**src/rtl/lzrw1_item_unpacker.sv**
```systemverilog
// LZRW1 item unpacker: strips the per-group control word and reassembles literal/copy
// items into 16-bit words plus a copy flag, with single-entry output register and backpressure.
module lzrw1_item_unpacker #(
  parameter int GROUP_ITEMS = 16
) (
  input  logic        clock,
  input  logic        reset,
  input  logic [7:0]  in_byte,
  input  logic        in_valid,
  input  logic        in_last,
  output logic        in_ready,
  output logic [15:0] data_out,
  output logic        control_word_out,
  output logic        out_valid,
  output logic        item_last,
  input  logic        decompressor_busy,
  output logic        format_error
);

  typedef enum logic [1:0] {
    CTRL_LO = 2'd0,
    CTRL_HI = 2'd1,
    ITEM    = 2'd2,
    COPY_LO = 2'd3
  } state_t;

  localparam logic [3:0] IDX_LAST = 4'(GROUP_ITEMS - 1);

  state_t      state_r, state_s;
  logic [3:0]  idx_r, idx_s;
  logic [15:0] ctrl_r, ctrl_s;
  logic [7:0]  hi_r, hi_s;
  logic [15:0] data_r, data_s;
  logic        copy_r, copy_s;
  logic        last_r, last_s;
  logic        valid_r, valid_s;
  logic        err_r, err_s;
  logic        emit_s;
  logic        ready_s;
  logic        accept_s;
  logic        consume_s;

  assign ready_s   = !valid_r || !decompressor_busy;
  assign accept_s  = in_valid && ready_s;
  assign consume_s = valid_r && !decompressor_busy;

  assign in_ready         = ready_s;
  assign data_out         = data_r;
  assign control_word_out = copy_r;
  assign out_valid        = valid_r;
  assign item_last        = last_r;
  assign format_error     = err_r;

  // Next-state decode: byte parsing, item emission and output-entry replacement
  always_comb begin
    state_s = state_r;
    idx_s   = idx_r;
    ctrl_s  = ctrl_r;
    hi_s    = hi_r;
    data_s  = data_r;
    copy_s  = copy_r;
    last_s  = last_r;
    valid_s = valid_r;
    err_s   = err_r;
    emit_s  = 1'b0;

    if (consume_s) begin
      valid_s = 1'b0;
    end else begin
      valid_s = valid_r;
    end

    if (accept_s) begin
      case (state_r)
        CTRL_LO: begin
          if (in_last) begin
            err_s = 1'b1;
          end else begin
            ctrl_s[7:0] = in_byte;
            state_s     = CTRL_HI;
          end
        end
        CTRL_HI: begin
          if (in_last) begin
            err_s   = 1'b1;
            state_s = CTRL_LO;
          end else begin
            ctrl_s[15:8] = in_byte;
            idx_s        = 4'd0;
            state_s      = ITEM;
          end
        end
        ITEM: begin
          if (ctrl_r[idx_r]) begin
            // A stream cannot end on the first half of a copy
            if (in_last) begin
              err_s   = 1'b1;
              idx_s   = 4'd0;
              state_s = CTRL_LO;
            end else begin
              hi_s    = in_byte;
              state_s = COPY_LO;
            end
          end else begin
            emit_s = 1'b1;
            data_s = {8'h00, in_byte};
            copy_s = 1'b0;
          end
        end
        COPY_LO: begin
          emit_s = 1'b1;
          data_s = {hi_r, in_byte};
          copy_s = 1'b1;
        end
        default: begin
          state_s = CTRL_LO;
        end
      endcase
    end else begin
      emit_s = 1'b0;
    end

    if (emit_s) begin
      valid_s = 1'b1;
      last_s  = in_last;
      if (in_last || (idx_r == IDX_LAST)) begin
        idx_s   = 4'd0;
        state_s = CTRL_LO;
      end else begin
        idx_s   = idx_r + 4'd1;
        state_s = ITEM;
      end
    end else begin
      last_s = last_r;
    end
  end

  // State and output registers with synchronous reset
  always_ff @(posedge clock) begin
    if (reset) begin
      state_r <= CTRL_LO;
      idx_r   <= 4'd0;
      ctrl_r  <= 16'h0000;
      hi_r    <= 8'h00;
      data_r  <= 16'h0000;
      copy_r  <= 1'b0;
      last_r  <= 1'b0;
      valid_r <= 1'b0;
      err_r   <= 1'b0;
    end else begin
      state_r <= state_s;
      idx_r   <= idx_s;
      ctrl_r  <= ctrl_s;
      hi_r    <= hi_s;
      data_r  <= data_s;
      copy_r  <= copy_s;
      last_r  <= last_s;
      valid_r <= valid_s;
      err_r   <= err_s;
    end
  end

endmodule

```
**config.mk**
```make
export PLATFORM = sky130hd
export DESIGN_NAME = lzrw1_item_unpacker
export DESIGN_NICKNAME = d
export VERILOG_FILES = /design/src/rtl/lzrw1_item_unpacker.sv
export SDC_FILE = /design/constraint.sdc
export NUM_CORES = 1
export LEC_CHECK = 0
export CAP_MARGIN = 15
export CORE_ASPECT_RATIO = 0.7
export CORE_MARGIN = 3
export CORE_UTILIZATION = 40
export DETAILED_ROUTE_END_ITERATION = 10
export GPL_TIMING_DRIVEN = 0
export PLACE_DENSITY_LB_ADDON = 0.3
export SLEW_MARGIN = 20
export SYNTH_ARGS = -nofsm -noshare
export SYNTH_HDL_FRONTEND = slang
export SYNTH_SLANG_ARGS = --single-unit
```
**constraint.sdc**
```tcl
create_clock -name clock -period 4.6 [get_ports clock]
set_input_delay 0.92 -clock clock [delete_from_list [all_inputs] [get_ports clock]]
set_output_delay 0.92 -clock clock [all_outputs]
set_load 0.03 [all_outputs]
```
==> impl_metrics.csv <==
group,metric,value,unit
yosys,synth-xor-area-share,0,%
power,internal-power,581.3,µW
clocking,hold_buffers,0,
timing,rsz0062_at_grt,"false",
yosys,ys_types,40,
critical_path,start_kind,"input pin",
yosys,synth-seq-cells,50,
placed_design,gp_congestion,0.7894,
clocking,cts_buffers,5,
critical_path,critPathMaxStageDelay,0.67,ns
timing,fin_crit,3.036,ns
critical_path,reg2regPathDepth,9,
critical_path,critical_path_class,"input pin to output port",
critical_path,r2r_end,"data_out[6]",
critical_path,critical_path_buf_inv_count,2,
critical_path,path_max_fanout,3,
clocking,clkTransAtPathRegs,0.09,ns
placed_design,portBuffers,32,
global_routing,grt_pass1_vias,2133,
global_routing,overflow,0,
clocking,cts_tree,"yes",
detailed_routing,routed_wl,6387,µm
critical_path,worst_ep_required_time,3.68,ns
cells_and_area,multiInputGateArea,1378,µm²
detailed_routing,drtPass1Iterations,4,
timing,tightest_slew,0.9173,ns
cells_and_area,drive_gt1_share,5.215,%
cells_and_area,seq_area,1001,µm²
timing,finalSetupViolCount,0,
critical_path,critPathCaptureType,"output port",
yosys,avgSynthCellArea,8.833,µm²
cells_and_area,final_area,3027,µm²
placed_design,place_area,2940,µm²
yosys,syn_inst,286,
floorplan,num_rows,23,
timing,min_period_over_period,66.00,%
yosys,synth_compound_area_share,18.33,%
clocking,clock_latency,0.30,ns
timing,slew_viol_final,0,
run,max_cap_violations,0,
global_routing,grt_max_degree,16,
power,power_switching,204.1,µW
floorplan,core_area,5928,µm²
critical_path,cpLargestDelayFamily,"buffers and inverters",
critical_path,reg2reg_slack,2.05,ns
placed_design,dp.cells,393,
critical_path,reg2reg_from,"idx_r[0]",
power,combPwrFrac,10.9,%
critical_path,cp.depth,3,
floorplan,initial_utilization,42.61,%
timing,setup_tns,0,ns
yosys,synth_top_family_by_area,"simple AND/OR/NAND/NOR gates",
detailed_routing,drc,0,
timing,hold_ws,0.4633,ns
clocking,h-tree-depth,2,
detailed_routing,ant_nets,0,
detailed_routing,viasPerCell,5.539,
yosys,synth-main-ff-cell,"dfxtp_1",
power,irDropWorstVdd,0.1653,mV
yosys,async_flop_share,0,%
critical_path,crit_top_cell,"clkdlybuf4s50_1",
floorplan,die-width,101.0,µm
floorplan,die_h,72.49,µm
cells_and_area,diodes,0,
clocking,post-cts-setup-buffers,0,
timing,timing.fmax,0.3294,GHz
clocking,cts-resized-gates,0,
hold_path,worstHoldEndpoint,"ctrl_r[3]",
floorplan,dieArea,7320,µm²
critical_path,slowest_stage,"clkdlybuf4s50_1",
power,pwr-share-seq,56.5,%
global_routing,grt_pass1_wl,10630,µm
critical_path,crit_arrival,2.12,ns
yosys,synth_edf_count,0,
power,power_leakage,0.0009680,µW
yosys,muxShareOfSynthArea,11.59,%
yosys,synth_adder_area_share,2.476,%
critical_path,path_cells,"clkdlybuf4s50_1 > nand2_1 > clkdlybuf4s50_1",
cells_and_area,layout.nets,343,
yosys,synthSimpleGateAreaFrac,22.14,%
global_routing,antenna_found_initial,0,
detailed_routing,drt-wirelength-per-cell,15.93,µm
timing,slew_headroom,38.38,%
global_routing,track_usage,18.18,%
power,p_clk_share,32.6,%
outcome,status,"finished clean",
detailed_routing,drt_iter0_drc,85,
clocking,cts_root_buf,"clkbuf_8",
clocking,cts_num_sinks,50,
cells_and_area,fillCellCount,555,
yosys,ys_seq_area_share,39.62,%
power,p_per_area,259.5,nW/µm²
yosys,synthesis.area,2526,µm²
yosys,ys_warn_count,0,
power,p_sw_share,25.99,%
timing,hold_viol,0,
hold_path,hold_class,"flip-flop to flip-flop",
placed_design,hpwl,4701,µm
yosys,syn_nets,304,
cells_and_area,fin_cells,401,
detailed_routing,vias,2221,
cells_and_area,syn2layout_area_growth,19.81,%
clocking,clock_path_buffers,2,
timing,fin_worst_skew,0.004543,ns
hold_path,holdPathStages,2,
floorplan,ios,34,
hold_path,hold_path_startpoint,"ctrl_r[3]",
[per-layer routing]
layer | routed length (µm) | GRT usage, %
met2 | 2665 | 27.21
met4 | 40 | 3.540
met1 | 3306 | 26.95
met3 | 375 | 4.035
met5 | 0 | 0
[synth_stat cells (2+ instances only)]
cell | count | share of area [%]
nor2_1 | 7 | 1.0
o21ai_0 | 7 | 1.4
a21oi_1 | 28 | 5.5
buf_6 | 3 | 1.3
and2_1 | 2 | 0.50
o22ai_1 | 3 | 0.74
nand3b_1 | 8 | 2.4
inv_1 | 8 | 1.2
o31ai_1 | 8 | 2.4
nand3_1 | 19 | 3.8
nor3_1 | 4 | 0.79
o22a_1 | 3 | 1.0
nand2b_1 | 30 | 7.4
clkbuf_1 | 16 | 2.4
nand2_1 | 24 | 3.6
or3_1 | 2 | 0.50
mux2i_1 | 27 | 11
o211ai_1 | 12 | 3.6
dfxtp_1 | 50 | 40
ha_1 | 5 | 2.5
[power groups by stage]
stage               Combinational [µW]  Clock, µW  Sequential [µW]
CTS                               84.5        264              444
floorplan                         48.8          0              455
finish                            85.6        256              444
global placement                  82.6          0              454
detailed placement                84.0          0              454
global route                      93.5        279              445
[layout make-up]
class	count	area share, %
multi-input cells	207	45.51
flip-flops and latches	50	33.07
repair buffers	32	10.58
plain buffers	21	3.886
well taps	75	3.100
clock buffers	6	2.398
inverters	8	0.9921
clock inverters	2	0.4547
[state kept, by name, indices dropped and copies added (netlist names)]
signal and cells:
ctrl_r 16, data_out 16, hi_r 8, idx_r 4
state_r 2, control_word_out 1, format_error 1, item_last 1
out_valid 1
[kinds of logic after synthesis]
family	Yosys count
buf+inv	29
simple gates	103
fa+ha+maj	5
flops	50
mux	28
compound gates	71
[worst max path at each step]
stage | from | endpoint
global placement | decompressor_busy | in_ready
finish | decompressor_busy | in_ready
detailed placement | decompressor_busy | in_ready
CTS | decompressor_busy | in_ready
floorplan | idx_r[2] | data_out[10]
global route | decompressor_busy | in_ready
[through the flow]
step                      setup slack (ns)  power [µW]  utilization (%)
after global routing                 1.520       817.5            51.06
final                                1.564       785.4            51.06
after floorplan                      2.484       503.8                -
after CTS                            1.560       792.2            51.06
after global placement               1.565       536.2            49.60
after detailed placement             1.566       537.8            49.60
[worst register-to-register path, stage by stage (launching register included)]
cell      delay [ns]
dfxtp_1         0.35
clkbuf_1        0.34
mux2i_1         0.33
o22a_1          0.20
and3_1          0.16
clkbuf_1        0.39
o31a_1          0.20
buf_6           0.16
buf_12          0.16
mux2i_1         0.21
[cells in the final DEF, fill, tap and decap left out, types with 8 or more instances in the layout]
cell type        netlist  final
dfxtp_1               50     50
o31ai_1                8      8
nand2b_1              30     30
clkdlybuf4s50_1        0     32
nand2_1               24     24
inv_1                  8      8
nand3b_1               8      8
nand3_1               19     19
mux2i_1               27     27
clkbuf_1              16     17
a21oi_1               28     28
o211ai_1              12     12
No activity file was read; power rests on OpenSTA's default activity.
